`src/rtl/verilog_bm_152_246_pkg.sv`:
```
// verilog_bm_152_246_pkg
//   Shared types and constants for the two-digit BCD counter with 7-segment
//   display drive and segment readback.
//   - bcd_t      : one BCD digit (4 bits, valid range 0-9)
//   - seg_t      : segment vector [0:6], index 0 = a ... index 6 = g
//   - SEG_*      : logical (active-high) segment patterns for digits 0-9
//   - SEG_BLANK  : all segments off, used for codes 10-15
//   - BCD_ERR    : readback code for any pattern that is not a digit
package verilog_bm_152_246_pkg;

  typedef logic [3:0] bcd_t;
  typedef logic [0:6] seg_t;

  localparam bcd_t BCD_MAX = 4'd9;
  localparam bcd_t BCD_ERR = 4'hF;

  localparam seg_t SEG_0     = 7'b1111110;
  localparam seg_t SEG_1     = 7'b0110000;
  localparam seg_t SEG_2     = 7'b1101101;
  localparam seg_t SEG_3     = 7'b1111001;
  localparam seg_t SEG_4     = 7'b0110011;
  localparam seg_t SEG_5     = 7'b1011011;
  localparam seg_t SEG_6     = 7'b1011111;
  localparam seg_t SEG_7     = 7'b1110000;
  localparam seg_t SEG_8     = 7'b1111111;
  localparam seg_t SEG_9     = 7'b1111011;
  localparam seg_t SEG_BLANK = 7'b0000000;

endpackage

```
`src/rtl/verilog_bm_152_246_bcd_to_seg7.sv`:
```
// bcd_to_seg7
//   Combinational BCD to logical (active-high) 7-segment encoder.
//   Codes 10-15 produce a blank display.
//   Ports:
//     bcd_i : input digit
//     seg_o : segments a..g, index 0 = a
module bcd_to_seg7
  import verilog_bm_152_246_pkg::*;
(
  input  bcd_t bcd_i,
  output seg_t seg_o
);

  always_comb begin
    seg_o = SEG_BLANK;
    case (bcd_i)
      4'd0:    seg_o = SEG_0;
      4'd1:    seg_o = SEG_1;
      4'd2:    seg_o = SEG_2;
      4'd3:    seg_o = SEG_3;
      4'd4:    seg_o = SEG_4;
      4'd5:    seg_o = SEG_5;
      4'd6:    seg_o = SEG_6;
      4'd7:    seg_o = SEG_7;
      4'd8:    seg_o = SEG_8;
      4'd9:    seg_o = SEG_9;
      default: seg_o = SEG_BLANK;
    endcase
  end

endmodule

```
`src/rtl/verilog_bm_152_246.sv`:
```
// verilog_bm_152_246
//   Two-digit BCD up-counter (00-99, wraps) driving a two-digit 7-segment
//   display, with a readback path that recovers each digit from its segments.
//   Ports:
//     clk      : system clock, rising edge
//     reset    : asynchronous active-low reset
//     counter1 : units digit (BCD)
//     counter2 : tens digit (BCD)
//     decoder1 : segments a..g for the units digit
//     decoder2 : segments a..g for the tens digit
//     out1     : digit recovered from the units segment pattern (F = not a digit)
//     out2     : digit recovered from the tens segment pattern  (F = not a digit)
//   Build option:
//     SEG_ACTIVE_LOW_EN : when defined, decoder1/decoder2 are inverted for
//                         common-anode displays. Readback is unaffected.
module verilog_bm_152_246
  import verilog_bm_152_246_pkg::*;
(
  input  logic       clk,
  input  logic       reset,
  output logic [3:0] counter1,
  output logic [3:0] counter2,
  output logic [0:6] decoder1,
  output logic [0:6] decoder2,
  output logic [3:0] out1,
  output logic [3:0] out2
);

  bcd_t counter1_q, counter1_d;
  bcd_t counter2_q, counter2_d;
  seg_t seg1_log, seg2_log;

  // Reverse decode of a logical segment pattern; anything else, blank
  // included, reports the error code.
  function automatic bcd_t seg_to_bcd(input seg_t seg);
    bcd_t d;
    case (seg)
      SEG_0:   d = 4'd0;
      SEG_1:   d = 4'd1;
      SEG_2:   d = 4'd2;
      SEG_3:   d = 4'd3;
      SEG_4:   d = 4'd4;
      SEG_5:   d = 4'd5;
      SEG_6:   d = 4'd6;
      SEG_7:   d = 4'd7;
      SEG_8:   d = 4'd8;
      SEG_9:   d = 4'd9;
      default: d = BCD_ERR;
    endcase
    return d;
  endfunction

  // Next-state: an out-of-range digit is forced to 0 on the next edge.
  // The tens digit advances only when the units digit is exactly 9.
  always_comb begin
    bcd_t tens_hold;
    tens_hold  = (counter2_q > BCD_MAX) ? 4'd0 : counter2_q;
    counter1_d = 4'd0;
    counter2_d = tens_hold;
    if (counter1_q == BCD_MAX) begin
      counter1_d = 4'd0;
      counter2_d = (counter2_q >= BCD_MAX) ? 4'd0 : counter2_q + 4'd1;
    end else if (counter1_q < BCD_MAX) begin
      counter1_d = counter1_q + 4'd1;
    end
  end

  always_ff @(posedge clk or negedge reset) begin
    if (!reset) begin
      counter1_q <= 4'd0;
      counter2_q <= 4'd0;
    end else begin
      counter1_q <= counter1_d;
      counter2_q <= counter2_d;
    end
  end

  bcd_to_seg7 u_seg_units (
    .bcd_i (counter1_q),
    .seg_o (seg1_log)
  );

  bcd_to_seg7 u_seg_tens (
    .bcd_i (counter2_q),
    .seg_o (seg2_log)
  );

`ifdef SEG_ACTIVE_LOW_EN
  assign decoder1 = ~seg1_log;
  assign decoder2 = ~seg2_log;
`else
  assign decoder1 = seg1_log;
  assign decoder2 = seg2_log;
`endif

  // Readback works on the logical pattern so it is polarity independent.
  assign out1     = seg_to_bcd(seg1_log);
  assign out2     = seg_to_bcd(seg2_log);

  assign counter1 = counter1_q;
  assign counter2 = counter2_q;

endmodule

```
`config.mk`:
```
export PLATFORM = sky130hd
export DESIGN_NAME = verilog_bm_152_246
export DESIGN_NICKNAME = d
export VERILOG_FILES = /design/src/rtl/verilog_bm_152_246_pkg.sv /design/src/rtl/verilog_bm_152_246_bcd_to_seg7.sv /design/src/rtl/verilog_bm_152_246.sv
export SDC_FILE = /design/constraint.sdc
export NUM_CORES = 1
export LEC_CHECK = 0
export CAP_MARGIN = 20
export CORE_MARGIN = 5
export CORE_UTILIZATION = 39
export CTS_CLUSTER_DIAMETER = 150
export DETAILED_ROUTE_END_ITERATION = 6
export PLACE_DENSITY_LB_ADDON = 0.05
export SLEW_MARGIN = 5
export SYNTH_ARGS = -nofsm -noshare
export SYNTH_HDL_FRONTEND = slang
export SYNTH_SLANG_ARGS = --single-unit
```
`constraint.sdc`:
```
create_clock -name clk -period 6.97 [get_ports clk]
set_input_delay 2.091 -clock clk [delete_from_list [all_inputs] [get_ports clk]]
set_output_delay 2.091 -clock clk [all_outputs]
set_load 0.01 [all_outputs]
```
* Word level (Yosys, flattened, before mapping) *
Memories as Yosys holds them, arrays and structs flattened.
Cells that the tools add are included.

storage, ports and cells
  register bits = 8
  latch bits = 0
  bits in writable memories = 0
  ROM bits = 224
  input port bits = 2
  word-level logic and storage cells = 38
  memories kept = 2

memory list
  name              depth  bits a word  rd ports  clocked after Yosys merged registers in  wr ports  RTL line                              text
  (name not given)  16     7            1         0                                        0         verilog_bm_152_246_bcd_to_seg7.sv:16  case (bcd_i)
  (name not given)  16     7            1         0                                        0         verilog_bm_152_246_bcd_to_seg7.sv:16

operators by class
  add/subtract/negate cells = 2
  $mul = 0
  div/mod/pow operators = 0
  $lt $le $gt $ge = 3
  eq/ne operators = 21
  shift operators = 0
  muxes and demuxes = 7
  bitwise operators = 0
  reductions and logical operators = 1

operator list
  operator                                                                count
  7-bit equality test (second input constant)                             16
  4-bit one-hot mux with 10 select lines                                  2
  7-bit by 6-bit equality test with 1-bit output (second input constant)  4
  4-bit 2-to-1 mux                                                        5
  4-bit by 1-bit adder with 4-bit output (second input constant)          2
  4-bit equality test (second input constant)                             1
  4-bit >= comparator (second input constant)                             1
  4-bit > comparator (second input constant)                              1
  4-bit < comparator (second input constant)                              1
  2-bit nonzero test                                                      1

* Logic depth before layout (Yosys ltp) *
  depth after elaboration = 3
  mapped depth = 8
  depth with buffers taken out = 7

* Cells and area by module *
Synthesis repeated with hierarchy kept, for this count alone.

second synthesis, totals
  cells, all modules = 171
  area, all modules = 1,346.3 um2

modules (own cells, without submodules)
  module              times used  cells an instance  area each (um2)  seq. area each (um2)
  verilog_bm_152_246  1           115                908.4            200.2
  bcd_to_seg7         2           28                 219.0            0.0

* Worst setup path before layout *
No wires, ideal clock.

  path kind = register -> output
  from = register counter2_q[1], in the netlist counter2[1]
  to = output port out2[3]
  arrival time = 2.056 ns
  data required time = 4.879 ns
  path slack = 2.823 ns
  cell stages (with the launch flop) = 8
  cell sequence = dfrtp_1 inv_1 ha_1 or4b_4 nand3_2 o221ai_2 nand4_2 o211ai_1

on the way
  longest elaborated chain between the ends = 3
  elaborated cells between the ends (all ways) = 12

RTL lines
  element                                                                                RTL line                  text
  from (decl)                                                                            verilog_bm_152_246.sv:30  bcd_t counter2_q, counter2_d;
  from (signal assigned)                                                                 verilog_bm_152_246.sv:74  counter2_q <= counter2_d;
  memory read 16 x 7 bit (*)                                                             --
  7-bit equality test or 7-bit by 6-bit equality test with 1-bit output (tied branches)  verilog_bm_152_246.sv:37  case (seg)
  4-bit one-hot mux with 10 select lines (*)                                             verilog_bm_152_246.sv:37
  to (decl)                                                                              verilog_bm_152_246.sv:26  output logic [3:0] out2

Every way passes the cells marked *; elsewhere a longest branch is shown, timed or not.

* Worst setup path in the final report *
Ends and elaborated chain as after synthesis.

==> flow_results.org <==
** Synthesis
- Area share of the leading cell type in the synthesized netlist :: between 10% and 20%
- The synthesized netlist occupies a cell area of between 0.001 and 0.0015 mm².
- When the netlist entered floorplanning its net count stood at 196.
- Mean cell area of the mapped netlist :: 7.39 µm²
- The commonest cells after synthesis are 18 x a21oi_1, 16 x nor2_1, 15 x nand2_1.
- Counting distinct cell types in the post-synthesis netlist gives between 50 and 60.
- Number of flops mapped to enable cells by yosys :: 0
- Asr flop ratio synth :: 100%
- Number of synthesized register bits :: 8
- Of the synthesized area, sequential elements account for 14.9%.
- Prevailing post-synth register cell :: dfrtp_1
- Most frequently used cell type in the post-synthesis netlist :: a21oi_1
- In the synthesized netlist, the number of instances is 182.
- For this run, the number of Yosys warnings is 0.
- Cell types occupying the most area after synthesis :: dfrtp_1 15%, ha_1 11%, a21oi_1 6.7%
- Summed over all instances, the cell type with the most area after synthesis is dfrtp_1.

** Clocking
- After clock tree synthesis, the clock-pin slew on the worst setup and hold paths is 0.05 ns.
- After clock tree synthesis, the repair step resized 0 gates.
- Clock latency of the later-clocked register in the worst-skew pair :: about 0.25 ns
- Total of hold buffers inserted after clock tree synthesis :: 0
- The longest clock path from root to sink contains 2 buffers.
- TritonCTS built the clock tree.
- Count of H-tree levels built during CTS :: 1
- The number of clock buffers added by TritonCTS is 3.
- Sink Count :: 8
- Buffers added to address setup during post-CTS repair amount to 0.
- In this run the clock root is driven by a clkbuf_4.

** Worst setup path
- For the worst flop-to-flop path, the logic depth is 6.
- Worst setup slack for register-to-register paths :: 5.05 ns
- CP top delay family :: simple AND/OR/NAND/NOR gates
- Max Fanout on Critical Path :: 13
- Buffering stage count on the worst path with inverters included :: 2
- Launch point of the worst reg-to-reg path :: counter1[1]$_DFF_PN0_
- Series of cell instances along the critical path :: inv_1 > ha_1 > or4b_4 > nand3_2 > o221ai_2 > nand4_2 > o211ai_1 > clkdlybuf4s50_1
- Category of the critical setup timing path :: reg -> out
- STA classifies the critical path startpoint as a flop.
- The slowest stage of the critical path is the or4b_4 cell.
- Required time worst endpoint :: 4.88 ns
- STA puts the critical path data arrival time at 2.95 ns.
- The worst register-to-register path ends at counter2[2]$_DFFE_PN0P_.
- Worst Setup End Kind :: output port
- In this design, the stage delay of the slowest critical-path cell is 0.58 ns.

** Global routing
- Global routing used 16.3% of the available tracks across all layers.
- Global routing finished with a remaining overflow of 0.
- Antenna violations before repair :: 0
- The number of global-route vias before repair came to 1411.
- Entering global routing, the biggest net connects 24 pins.
- The first global-routing pass estimated approximately 6000 µm of wire.

** Floorplan
- From bottom edge to top edge, the die measures 68.7 µm.
- Full die area :: 0.00472 mm²
- The floorplan has 21 rows.
- Horizontal extent of the die :: 68.7 µm
- Initial Utilization :: 40.3%
- The region available for standard cell placement spans around 0.0033 mm².
- Pin placement for this block handled 32 I/O pins.

** Cells and area
- Fin cells :: 251
- Summing all flip-flop and latch instances after layout gives 200 µm².
- Design Area, Final :: 0.00167 mm²
- The filler cells instantiated in the layout total ~340.
- Multi-input logic area :: slightly above 0.001 mm²
- Fraction of final layout cells with drive strength greater than 1 :: 8.78%
- For this run, the post-layout net count is 221.
- The number of antenna diodes in the final layout is 0.
- From synthesis to final layout, the design area changed by 24.0%.

** Route
- After detailed routing, the average wire length per cell comes to between 10 and 15 µm.
- Before antenna repair, the detailed router went through 4 iterations.
- Dividing the detail-routed via count by the number of cells gives 5.64.
- Remaining DRCs :: 0
- Detailed-route wire length :: 3570 µm
- The routed layout has 1415 vias.
- The detail route stage leaves a number of antenna-violating nets equal to 0.
- The detailed router finished its first iteration with 117 violations.

** STA
- Final worst slack :: 1.93 ns
- After routing, the total negative slack on setup checks comes to 0 ns.
- Worst slew slack as a fraction of its limit :: 52.8%
- Crit path time final :: 5.04 ns
- Setup repair after global routing missed its margin :: no
- Setup violations remaining at the end of the flow were counted as 0.
- Dividing the final minimum period by the clock period gives 72.3%.
- For the final database, setup skew stands at approximately 0.0025 ns.
- Static timing analysis puts the maximum clock frequency at 0.198 GHz.
- The count of final hold-check violations is 0.
- Slew @ Worst Pin :: 0.709 ns
- Number of pins with negative max-slew slack in the final report :: 0

** Min path
- For hold timing, the worst endpoint is counter1[3]$_DFF_PN0_.
- Class of the tightest hold or removal check :: reg -> reg
- Counting instances, the worst hold path has a depth of 2.
- Worst min-delay path startpoint :: counter1[0]$_DFF_PN0_

** Power and ir drop
- Summed over all cells, the static leakage comes to 0.714 nW.
- Power spread over the standard cell area amounts to 49.8 mW/mm².
- Highest ir drop seen on vdd :: approximately 0.052 mV

** Place
- During placement, the flow inserted port buffers numbering 31.
- In this run, placement finished with an instance count of 248.
- Final weighted congestion in routability-driven placement :: between 0.9 and 1
- Detailed Place HPWL :: 2690 µm
- The placed instances occupy a cell area of 0.00165 mm².
- OpenSTA, run right after detailed placement, puts the worst setup slack at 2.21 ns.

** Job
- The tool flagged a number of max-cap violations equal to 0.

** Status
- The run finished with clean final reports.
[worst min-delay path, delay by kind of cell (launching register included)]
family | cells | cell delay [ns]
AO/OA/AOI/OAI | 1 | 0.07
flip-flops | 1 | 0.46
AND/OR/NAND/NOR | 1 | 0.11
[metal layers]
layer  up-vias  wire length (µm)  share of wire (%)  track usage, %
li1        705                 -                  -               -
met1       657              1500                 42            19.2
met2        48              1860                 52            29.7
met3         5               170                4.8            3.57
met4         0                33               0.92            4.14
met5         -                 0                  0               0
[power by group]
group | total, W | switching (W) | internal (W)
clock | 0.0000352 | 0.0000155 | 0.0000197
combinational | 0.00000136 | 0.000000866 | 0.000000496
sequential | 0.0000465 | 0 | 0.0000465
[worst max-delay path by stage]
stage,start,end,slack (ns),depth (start not counted)
6_report,counter2[1]$_DFFE_PN0P_,out2[3],1.93,8
5_1_grt,counter2[1]$_DFFE_PN0P_,out2[3],1.73,8
4_1_cts,counter2[1]$_DFFE_PN0P_,out2[3],1.93,8
3_5_place_dp,counter2[1]$_DFFE_PN0P_,out2[3],2.21,8
3_3_place_gp,counter2[1]$_DFFE_PN0P_,out2[3],2.28,8
2_1_floorplan,counter2[1]$_DFFE_PN0P_,out2[3],2.82,7
[flip-flops by register name, indices dropped and copies added (netlist names)]
| name | flops |
|---|---|
| counter1 | 4 |
| counter2 | 4 |
[per-stage QoR]
step           hold WS, ns  power [W]  util, %
6_report             0.672  0.0000830     50.0
3_3_place_gp         0.652  0.0000487     49.3
3_5_place_dp         0.655  0.0000487     49.3
2_1_floorplan        0.633  0.0000473        -
5_1_grt              0.721  0.0000882     50.0
4_1_cts              0.685  0.0000851     50.0
[layout make-up]
cell class                 instances  share of cell area [%]
tap                               46                    3.45
clock buffer                       3                    1.35
inverter                          13                    2.93
sequential                         8                    12.0
multi-input combinational        150                    61.7
timing repair buffer              31                    18.6
[layout by cell type (no fill, tap or decap), types with 3 or more instances in the layout]
cell type / Yosys / routed
a21oi_1: 18 / 18
a21oi_2: 3 / 3
and2_1: 3 / 3
and3_1: 3 / 3
clkbuf_4: 0 / 3
clkdlybuf4s50_1: 0 / 31
dfrtp_1: 8 / 8
ha_1: 12 / 12
inv_1: 13 / 13
nand2_1: 15 / 15
nand2b_1: 4 / 4
nand4_1: 3 / 3
nor2_1: 16 / 16
nor2b_1: 7 / 7
nor3_1: 3 / 3
o211ai_1: 3 / 3
o21ai_0: 8 / 8
o22ai_1: 7 / 7
[cells by family (layout without fill, tap and decap cells)]
| kind of cell | Yosys count | in the layout | synth area share (%) |
|---|---|---|---|
| AOI/OAI and AO/OA | 60 | 60 | 29.9 |
| xor gates and xnor gates | 3 | 3 | 1.95 |
| adders and majority gates | 12 | 12 | 11.2 |
| buffers and inverters | 24 | 47 | 8.65 |
| DFF | 8 | 8 | 14.9 |
| muxes | 3 | 3 | 2.33 |
| and+or+nand+nor | 72 | 72 | 31.2 |
(Power assumes the default switching activity.)
==> RTL edit 1: new RTL, config.mk and constraints unchanged <==
Make the reset (`reset`) synchronous in one clocked block. Comments in the files are not updated.
--- a/src/rtl/verilog_bm_152_246.sv
+++ b/src/rtl/verilog_bm_152_246.sv
@@ -67,3 +67,3 @@
 
-  always_ff @(posedge clk or negedge reset) begin
+  always_ff @(posedge clk) begin
     if (!reset) begin
Check against the original RTL: differs if reset is asserted again (counterexample within 4 cycles, from zero or initial values and one cycle with reset low); with reset held inactive, the same outputs for 10 cycles.
==> RTL edit 1 against the original RTL <==
Final cell count rose by 10%; synthesized area up 21%; critical path depth is 2 lower; final area rose by 20%; sequential cell count grew 14; register-to-register slack worse by 0.53 ns; fmax increased by 16%; sequential share of layout area grew 10 points; routed wire length is 0.90% lower; setup slack better by 0.71 ns; largest cell class unchanged; count of clock-buffer cells in the layout stayed put; global-route usage decreased by 3.6 points.
Power is not compared: it rests on default switching activity, and its combinational part moved more than twofold at a synthesized area within 25%.
==> RTL edit 1: results (changes against the original RTL) <==
| Metric | Value |
|---|---|
| HPWL reported at the end of detailed placement | 2710 um (+0.64%) |
| Share of synthesized area occupied by flip-flops and latches | 0.270 (+0.121) |
| # fillers | 387 (+13%) |
| Via count of the first global-routing pass | 1354 (-4.0%) |
| Worst path slowest cell | sky130_fd_sc_hd__clkdlybuf4s50_1 |
| Setup repair bufs after CTS | 0 (unchanged) |
| Router iterations before antenna repair | 4 (unchanged) |
| ANT cells | 0 (unchanged) |
| Largest net degree at the start of global routing | 12 (-50%) |
| Number of nets in the layout | 248 (+12%) |
| Placement-stage worst setup slack | 2.75 ns (+0.538 ns) |
| Leakage dissipation | 0.911 nW |
| Arrival @ worst endpoint | 2.24 ns (-0.71 ns) |
| Outcome | finished, final reports clean |
| PostCTS Resize Cnt | 0 (unchanged) |
| Clock-pin slew on the worst setup and hold paths | 0.07 ns (+0.02 ns) |
| Highest fanout seen on the critical path | 8 (-5) |
| Worst stage delay on the critical path | 0.49 ns (-0.09 ns) |
| Count of synthesis-stage warnings from yosys | 0 (unchanged) |
| Top Family by Delay on Critical Path | simple AND/OR/NAND/NOR gates |
| Fraction of layout cells with a size suffix above 1 | 0.0708 (-0.0170) |
| Maximum clock insertion buffer count | 2 (unchanged) |
| Drt first-iter violations | 51 (-56%) |
| Number of buffers created by CTS | 3 (unchanged) |
| Final weighted congestion in routability-driven placement | 0.869 (-5.6%) |
| Peak supply drop | 0.0000678 V |
| Most frequent cells after synthesis | 22 x sky130_fd_sc_hd__dfxtp_1, 20 x sky130_fd_sc_hd__nor2_1, 18 x sky130_fd_sc_hd__ha_1, 18 x sky130_fd_sc_hd__inv_1, 13 x sky130_fd_sc_hd__nand2_1 |
| Number of nets in the synthesized netlist | 220 (+12%) |
| Area post-placement | 0.00196 mm2 (+19%) |
| Overall global routing resource usage | 0.127 (-0.0361) |
| Top post-synthesis cells by area | sky130_fd_sc_hd__dfxtp_1 27%, sky130_fd_sc_hd__ha_1 14%, sky130_fd_sc_hd__nor2_1 4.6% |
| Sw power | 0.0852 mW |
| Clock root buffer | sky130_fd_sc_hd__clkbuf_8 |
| Port buffer count | 31 (unchanged) |
| Clk_lat worst skew | 0.25 ns (about the same) |
| Class of the tightest hold or removal check | reg -> reg |
| Clock skew after layout | 0.00273 ns (+0.000256 ns) |
| Async set or reset register ratio after synthesis | 0 (-1.00) |
| Unique masters post-synth | 58 (+14%) |
| Total number of vias | 1489 (+5.2%) |
| Number of antenna violations at the first check in global routing | 0 (unchanged) |
| Worst slew pin tran | 0.546 ns (-0.163 ns) |
| Count of H-tree levels built during CTS | 1 (unchanged) |
| Wire length of the first global-routing pass | 5860 um (-3.2%) |
| Routed WL | 3540 um (-0.90%) |
| Flip-flop cell with the highest count after synthesis | sky130_fd_sc_hd__dfxtp_1 |
[RTL edit 1: per-stage QoR]
| step | total power [mW] | instances |
|---|---|---|
| 5_1_grt | 0.312 | 276 |
| 6_report | 0.296 | 276 |
| 3_3_place_gp | 0.224 | 273 |
| 3_5_place_dp | 0.226 | 273 |
| 2_1_floorplan | 0.193 | 200 |
| 4_1_cts | 0.298 | 276 |
[RTL edit 1: layer usage]
layer / vias to the layer above / track usage / part of all wire
met5: - / 0 / 0
met4: 0 / 0.0455 / 0.0082
met3: 4 / 0.0147 / 0.054
met2: 40 / 0.207 / 0.45
met1: 685 / 0.174 / 0.49
li1: 760 / - / -
[RTL edit 1: area by class of cell]
cell class	instances	area, um2	share of cell area
inverter	21	83.8	0.0420
tap	50	62.6	0.0313
clock buffer	3	41.3	0.0207
sequential	22	440	0.220
timing repair buffer	31	310	0.155
multi-input combinational	149	1060	0.530
[RTL edit 1: final timing paths]
| path | startpoint | endpoint | slack (ns) | depth (start not counted) |
|---|---|---|---|---|
| worst max-delay path | u_seg_units.seg_o[5]$_DFF_P_ | out1[3] | 2.64 | 6 |
| worst min-delay path | counter1[0]$_SDFF_PP0_ | counter1[0]$_SDFF_PP0_ | 0.55 | 1 |
| worst max register to register | counter2[0]$_SDFFE_PN0N_ | u_seg_tens.seg_o[3]$_DFF_P_ | 4.52 | 11 |
| worst min register to register | counter1[0]$_SDFF_PP0_ | counter1[0]$_SDFF_PP0_ | 0.55 | 1 |
[RTL edit 1: kinds of logic after synthesis]
group,count (synthesis),share of synthesized area
AND/OR/NAND/NOR,72,0.240
AO/OA/AOI/OAI,53,0.235
buffers and inverters,29,0.0819
flip-flops,22,0.270
adder cells (fa/ha/maj),18,0.138
XOR/XNOR,3,0.0161
multiplexers,3,0.0191
[RTL edit 1: power groups by stage]
stage	Sequential (mW)	Combinational, mW	Clock, mW
floorplan	0.144	0.0484	0
global placement	0.149	0.0751	0
detailed placement	0.150	0.0760	0
CTS	0.147	0.0765	0.0748
global route	0.149	0.0837	0.0788
finish	0.147	0.0757	0.0734
==> RTL edit 2: new RTL, same flow settings <==
Made on the original files. The package constant `BCD_MAX` goes from 4'd9 to 4'd6.
--- a/src/rtl/verilog_bm_152_246_pkg.sv
+++ b/src/rtl/verilog_bm_152_246_pkg.sv
@@ -13,3 +13,3 @@
 
-  localparam bcd_t BCD_MAX = 4'd9;
+  localparam bcd_t BCD_MAX = 4'd6;
   localparam bcd_t BCD_ERR = 4'hF;
Behaviour: not the same (Yosys sat finds a counterexample within 10 cycles, from zero or initial values and one cycle with reset low).
==> RTL edit 2 against the original RTL <==
Synthesized area is 0.47% lower; die area is 0.39% lower; setup slack worse by 0.15 ns; routed wire length is 1.1% higher; final area is 0.30% lower; fmax is 2.8% lower; register-to-register slack worse by 0.13 ns; sequential cell count stayed put; largest cell class unchanged.
Power is not compared: it rests on default switching activity, and its combinational part moved more than twofold at a synthesized area within 25%.
==> RTL edit 2: results (changes against the original RTL) <==
| Metric | Value |
|---|---|
| Non-filler instance count after layout | 239 (-4.8%) |
| Multi-input comb cells | 143 (-4.7%) |
| HPWL reported at the end of detailed placement | 2710 um (+0.66%) |
| Critical path origin | counter1[1]$_DFF_PN0_ |
| Drt first-iter violations | 99 (-15%) |
| Most frequent cells after synthesis | 19 x sky130_fd_sc_hd__nor2_1, 12 x sky130_fd_sc_hd__ha_1, 11 x sky130_fd_sc_hd__a21oi_1 |
| Met3 routed wirelength | 78 um (-54%) |
| WHS | 0.569 ns (-0.103 ns) |
| Hold Path Sink | counter1[0]$_DFF_PN0_ |
| Async set or reset register ratio after synthesis | 1.00 (unchanged) |
| Wire length of the first global-routing pass | 6120 um (+1.1%) |
| Share of synthesized area occupied by flip-flops and latches | 0.150 (+0.000696) |
| Final non-clock buffer share | 0.187 (+0.000561) |
| Final weighted congestion in routability-driven placement | 0.896 (-2.7%) |
| Met2 usage | 0.310 (+0.0131) |
| Sw power | about 0.081 mW |
| Total number of vias | 1389 (-1.8%) |
| Placement-stage worst setup slack | 2.09 ns (-0.124 ns) |
| Endpoint of the worst register-to-register path | counter2[0]$_DFFE_PN0P_ |
| Clk_lat worst skew | 0.25 ns (about the same) |
| Number of buffers created by CTS | 3 (unchanged) |
| Largest net degree at the start of global routing | 25 (+4.2%) |
| Final design instance area without fill | 0.00166 mm2 (-0.30%) |
| Area occupied by multi-input gates | 0.00104 mm2 (+1.3%) |
| # fillers | 346 (+0.58%) |
| Detail-routed net length per standard cell | 15.1 um (+6.1%) |
| Fraction of layout cells with a size suffix above 1 | 0.0984 (+0.0106) |
| Worst reg2reg path depth | 5 (-1) |
| Met1 Resource Use GR | 0.181 (-0.0115) |
| Met2 wire length | 1980 um (+6.1%) |
| Unique masters post-synth | 60 (+18%) |
| Minimum setup slack among reg-to-reg paths | 4.92 ns (-0.13 ns) |
| Top post-synthesis cells by area | sky130_fd_sc_hd__dfrtp_1 15%, sky130_fd_sc_hd__ha_1 11%, sky130_fd_sc_hd__nor2_1 5.3% |
| Clock skew after layout | 0.00240 ns (-0.0000677 ns) |
| Routed metal-1 wirelength | 1520 um (+1.1%) |
| Avg Cell Area, Syn | 7.83 um2 (+5.9%) |
| Power dissipated in combinational cells | 0.116 mW |
| Number of nets in the layout | 209 (-5.4%) |
| Worst slew pin tran | 0.679 ns (-0.0301 ns) |
| Worst Hold Path Cells | 1 (-1) |
| Number of flip-flops and latches | 8 (unchanged) |
| Met3 Resource Use GR | 0.0259 (-0.00972) |
| Outcome | finished, final reports clean |
| Worst path slowest cell | sky130_fd_sc_hd__dfrtp_1 |
| Area post-placement | 0.00164 mm2 (-0.30%) |
| Proportion of cell area spent on the clock network | 0.0135 (+0.0000407) |
| Source of the worst hold timing path | counter1[0]$_DFF_PN0_ |
| Overall global routing resource usage | 0.165 (+0.00185) |
| Count of inverters not on the clock network in the layout | 8 (-5) |
==> RTL edit 2: cell count changes after synthesis, sizes merged, moves of 4 or more <==
cell,unedited run,this run
nand2,15,4
a21oi,21,11
inv,13,8
nor2,16,21
nand2b,4,0
nand4,5,1
nor3b,1,5
nor4b,0,4
o21ai,9,13
==> RTL edit 2: logic make-up (layout without fill, tap and decap cells) <==
family	Yosys count	in the layout	synth area share
simple gates	65	65	0.296
compound gates	61	61	0.341
buf+inv	21	42	0.0748
fa+ha+maj	12	12	0.112
flops	8	8	0.150
mux	2	2	0.0168
other cells	1	2	0.00280
xor+xnor	1	1	0.00654
==> RTL edit 2: worst max-delay path by stage <==
| stage | to | slack [ns] | depth (start not counted) |
|---|---|---|---|
| finish | out1[0] | 1.78 | 8 |
| global placement | out2[3] | 2.14 | 8 |
| CTS | out1[0] | 1.80 | 8 |
| floorplan | out2[3] | 2.72 | 9 |
| global route | out1[0] | 1.60 | 8 |
| detailed placement | out1[0] | 2.09 | 8 |
